==> src/rtl/rv32i_types.sv <==
// Shared types for the cache-to-memory path: arbiter states, grant select,
// line geometry and a line-alignment helper.
package rv32i_types;

  localparam int unsigned ADDR_W   = 32;
  localparam int unsigned LINE_W   = 256;
  localparam int unsigned OFFSET_W = 5;

  typedef enum logic [1:0] {
    IDLE  = 2'd0,
    GNT_I = 2'd1,
    GNT_D = 2'd2
  } arb_state_e;

  typedef enum logic {
    SEL_I = 1'b0,
    SEL_D = 1'b1
  } grant_sel_e;

  function automatic logic [ADDR_W-1:0] line_align(input logic [ADDR_W-1:0] addr);
    return {addr[ADDR_W-1:OFFSET_W], OFFSET_W'(0)};
  endfunction

endpackage

==> src/rtl/sat_counter.sv <==
// Saturating up-counter: counts inc pulses and sticks at all-ones.
module sat_counter #(
  parameter int unsigned CNT_W = 32
) (
  input  logic             clk,
  input  logic             rst,
  input  logic             inc,
  output logic [CNT_W-1:0] count
);

  logic [CNT_W-1:0] count_q;
  logic [CNT_W-1:0] count_d;

  always_comb begin
    count_d = count_q;
    if (inc && (count_q != {CNT_W{1'b1}})) begin
      count_d = count_q + CNT_W'(1);
    end
  end

  always_ff @(posedge clk) begin
    if (rst) begin
      count_q <= '0;
    end else begin
      count_q <= count_d;
    end
  end

  assign count = count_q;

endmodule

==> src/rtl/cache_arbiter.sv <==
// Round-robin arbiter sharing one line-wide memory port between the I-cache
// and D-cache, with per-requester completed-transaction counters.
module cache_arbiter
  import rv32i_types::*;
#(
  parameter int unsigned CNT_W = 32
) (
  input  logic              clk,
  input  logic              rst,
  input  logic              i_read,
  input  logic [ADDR_W-1:0] i_address,
  output logic [LINE_W-1:0] i_rdata,
  output logic              i_resp,
  input  logic              d_read,
  input  logic              d_write,
  input  logic [ADDR_W-1:0] d_address,
  input  logic [LINE_W-1:0] d_wdata,
  output logic [LINE_W-1:0] d_rdata,
  output logic              d_resp,
  output logic              pmem_read,
  output logic              pmem_write,
  output logic [ADDR_W-1:0] pmem_address,
  output logic [LINE_W-1:0] pmem_wdata,
  input  logic [LINE_W-1:0] pmem_rdata,
  input  logic              pmem_resp,
  output logic [CNT_W-1:0]  i_grants,
  output logic [CNT_W-1:0]  d_grants
);

  arb_state_e state_q, state_d;
  grant_sel_e last_q, last_d;
  logic       d_req;
  logic       i_done;
  logic       d_done;
  logic       unused_addr_bits;

  assign d_req  = d_read || d_write;
  assign i_done = (state_q == GNT_I) && pmem_resp;
  assign d_done = (state_q == GNT_D) && pmem_resp;

  // Every grant returns through IDLE, which guarantees a strobe-free gap.
  always_comb begin
    state_d = state_q;
    last_d  = last_q;
    unique case (state_q)
      IDLE: begin
        if (i_read && d_req) begin
          state_d = (last_q == SEL_D) ? GNT_I : GNT_D;
        end else if (i_read) begin
          state_d = GNT_I;
        end else if (d_req) begin
          state_d = GNT_D;
        end
      end
      GNT_I: begin
        if (pmem_resp) begin
          state_d = IDLE;
          last_d  = SEL_I;
        end
      end
      GNT_D: begin
        if (pmem_resp) begin
          state_d = IDLE;
          last_d  = SEL_D;
        end
      end
      default: state_d = IDLE;
    endcase
  end

  always_ff @(posedge clk) begin
    if (rst) begin
      state_q <= IDLE;
      last_q  <= SEL_D;
    end else begin
      state_q <= state_d;
      last_q  <= last_d;
    end
  end

  // Memory-side strobes and responses follow the granted requester directly.
  always_comb begin
    pmem_read    = 1'b0;
    pmem_write   = 1'b0;
    pmem_address = '0;
    pmem_wdata   = '0;
    i_resp       = 1'b0;
    d_resp       = 1'b0;
    unique case (state_q)
      GNT_I: begin
        pmem_read    = 1'b1;
        pmem_address = line_align(i_address);
        i_resp       = pmem_resp;
      end
      GNT_D: begin
        pmem_write   = d_write;
        pmem_read    = d_read && !d_write;
        pmem_address = line_align(d_address);
        pmem_wdata   = d_wdata;
        d_resp       = pmem_resp;
      end
      default: ;
    endcase
  end

  assign i_rdata = pmem_rdata;
  assign d_rdata = pmem_rdata;

  assign unused_addr_bits = ^{i_address[OFFSET_W-1:0], d_address[OFFSET_W-1:0]};

  sat_counter #(.CNT_W(CNT_W)) u_i_cnt (
    .clk   (clk),
    .rst   (rst),
    .inc   (i_done),
    .count (i_grants)
  );

  sat_counter #(.CNT_W(CNT_W)) u_d_cnt (
    .clk   (clk),
    .rst   (rst),
    .inc   (d_done),
    .count (d_grants)
  );

  // Requesters must hold their request until the response arrives.
  a_i_hold : assert property (@(posedge clk) disable iff (rst) (state_q == GNT_I) |-> i_read);
  a_d_hold : assert property (@(posedge clk) disable iff (rst) (state_q == GNT_D) |-> d_req);

endmodule

==> config.mk <==
export PLATFORM = sky130hd
export DESIGN_NAME = cache_arbiter
export DESIGN_NICKNAME = d
export VERILOG_FILES = /design/src/rtl/rv32i_types.sv /design/src/rtl/sat_counter.sv /design/src/rtl/cache_arbiter.sv
export SDC_FILE = /design/constraint.sdc
export NUM_CORES = 1
export LEC_CHECK = 0
export CAP_MARGIN = 20
export CORE_AREA = 10 10 558 560
export CTS_BUF_LIST = sky130_fd_sc_hd__clkbuf_16
export CTS_CLUSTER_SIZE = 30
export DETAILED_ROUTE_END_ITERATION = 8
export DIE_AREA = 0 0 568 570
export HOLD_SLACK_MARGIN = 0.03
export SLEW_MARGIN = 30
export SYNTH_ARGS = -nofsm -noshare
export SYNTH_HDL_FRONTEND = slang
export SYNTH_HIERARCHICAL = 1
export SYNTH_SLANG_ARGS = --single-unit
==> constraint.sdc <==
create_clock -name clk -period 6 [get_ports clk]
set_clock_uncertainty 0.2 [all_clocks]
set_input_delay 1.5 -clock clk [delete_from_list [all_inputs] [get_ports clk]]
set_output_delay 1.5 -clock clk [all_outputs]
set_load 0.05 [all_outputs]
==> metrics.txt <==
fin crit period 5150 ps; min-delay worst type flop to flop; Worst Hold Path Cells 2; final period utilization 0.859; setup TNS 0 ps; Avg Inst Size Synth 7.58 sq um; hold_sp last_q$_SDFFE_PP1P_; CTS tree yes; RSZ-0062 raised after global routing false; WL final 243000 microns; Setup WS pre-CTS 735 ps; post-cts repair resize count 0; pwr dens 140 nW/um^2; slew of the pin with the lowest slew margin 1020 ps; routed length per instance 45.2 microns; clock-pin slew on the worst setup and hold paths 90 ps; Post-CTS Setup Bufs 0; synth unique cells 51; Die ar. 324000 sq um; Peak Freq 194 MHz; Final Wtd Congestion 0.913; DR vias 10400; H-tree depth 3; hold buffer count at CTS 0; post-synthesis instance total 1292; core area 300000 sq um; GRT Total Usage 0.142; grt total ovfl 0; Chip Height 570 microns; hold path endpoint last_q$_SDFFE_PP1P_; largest net degree at the start of global routing 84; synth top area cells buf_4 40%, and2_1 17%, dfxtp_1 14%; Startpoint Class input port; maximum clock insertion buffer count 2; Layout fillers 35300; initial antenna violation count 141; CP endpoint kind output pin; CP Max Fanout 5; VDD IR max 0.000137 V; post-synthesis register bit count 67; Setup CP Type input port to output pin; Final Hold Fails 0; Reg2Reg Depth 9; status finished clean; # IOs 1450; clock sinks 67; post-synth top area share 0.398; Max Cap Violations 0; worst r2r dst u_d_cnt/count[31]$_SDFFE_PP0P_; nets@finish 1998; Die X 568 microns; register area share after synthesis 0.137; count leader, synth buf_4; number of global-route vias before repair 9533; Rows 201; TritonCTS buffer count 9; Worst-Skew Late Latency 390 ps; first-pass GRT wire length 266000 microns; EDFF count, synth 0; Worst slew margin 0.318; Critical Path AT 3450 ps; Worst R2R Start state_q[0]$_SDFFE_PP0P_; synth-to-layout area growth 77.3%; ys async rst share 0; Ys Warns 6; drt initial violations 599; share of cells above drive strength 1 0.112; Final Setup Violations 0; clock root buffer clkbuf_16; DRC 0; vias per cell 1.93; cell taking the most area after synthesis buf_4; Slew Limit Fails 0; post-DP HPWL 234000 microns; initial core utilization 0.0327; Leakage Power 4.69 nW; required time of the critical path 4300 ps; Most used DFF post-synth dfxtp_1; fin worst setup slack 849 ps; reg2reg setup slack 2230 ps; port bufs 666; TritonRoute pass-1 iters 5; antenna-violating nets left 0; Post-synth top cells 520 x buf_4, 260 x and2_1, 67 x dfxtp_1, 46 x a21oi_1, 32 x nor2b_1; post-synthesis cell area 9800 sq um
sequential cells by signal, indices dropped and copies added (netlist names):
register / cells
last_q: 1
u_d_cnt/count: 32
u_i_cnt/count: 32
state_q: 2
stage by stage:
step                cells  total power [mW]  hold WS (ps)  cell area (sq um)  utilization
floorplan            1296              2.01           245               9810            -
global placement     5357              1.85           263              17000       0.0568
detailed placement   5357              1.84           263              17000       0.0568
CTS                  5373              2.51           279              17300       0.0579
global route         5377              2.54           306              17300       0.0579
finish               5387              2.44           281              17400       0.0580
placed cells by master (no fill, tap or decap), types with 3 or more instances in the layout:
cell type	instances
ha_1	3
xnor2_1	12
o31ai_1	24
nor2b_1	32
inv_1	8
clkbuf_16	9
o21ai_1	4
or3_1	20
a21oi_1	46
conb_1	5
nor2_1	29
nor3_1	4
clkdlybuf4s50_1	560
nor3b_1	4
and2_1	260
nor4_2	4
o21ai_0	16
a2111oi_0	4
nand2_1	21
nor4_1	6
and3_1	6
diode_2	14
and4_1	8
or4_1	24
a22oi_1	27
buf_4	117
nand4_1	20
dfxtp_1	67
nand3_1	26
final cells by class:
type,count,area [sq um],area share
inverters,7,26.3,0.00151
flip-flops and latches,67,1340,0.0772
well taps,3958,4950,0.285
repair buffers,680,6530,0.376
clock buffers,9,225,0.0130
diodes,14,35.0,0.00202
clock inverters,7,93.8,0.00540
multi-input cells,645,4160,0.240
where the power goes:
| group | total [mW] | internal (mW) | switching [mW] |
|---|---|---|---|
| combinational | 1.34 | 0.440 | 0.902 |
| clock | 0.643 | 0.364 | 0.278 |
| sequential | 0.451 | 0.448 | 0.00362 |
worst max-delay path by stage:
stage	start	end	cells past startpoint
floorplan	d_address[17]	pmem_address[17]	2
global placement	pmem_resp	d_resp	3
detailed placement	pmem_resp	d_resp	3
CTS	pmem_resp	d_resp	3
global route	pmem_resp	d_resp	3
finish	pmem_resp	d_resp	3
critical path, cell delays in order:
cell and delay, ps:
clkdlybuf4s50_1 620, and2_1 430, clkdlybuf4s50_1 890
per-layer routing:
layer  vias to the layer above  wire, microns  global-route usage
met5                         -            747              0.0103
met4                        48           6590              0.0297
met3                       347          88900               0.247
met2                      1654          97900               0.206
met1                      4338          49400              0.0829
li1                       3983              -                   -
kinds of logic (layout without fill, tap and decap cells):
family          Yosys count  after routing  share of synthesized area
buf+inv                 584            703                      0.443
simple gates            479            479                      0.302
compound gates          135            135                     0.0914
flops                    67             67                      0.137
xor+xnor                 14             14                     0.0125
fa+ha+maj                 6              6                    0.00766
mux                       6              6                    0.00664
other cells               1             19                   0.000383
No activity file was read; power rests on OpenSTA's default activity.
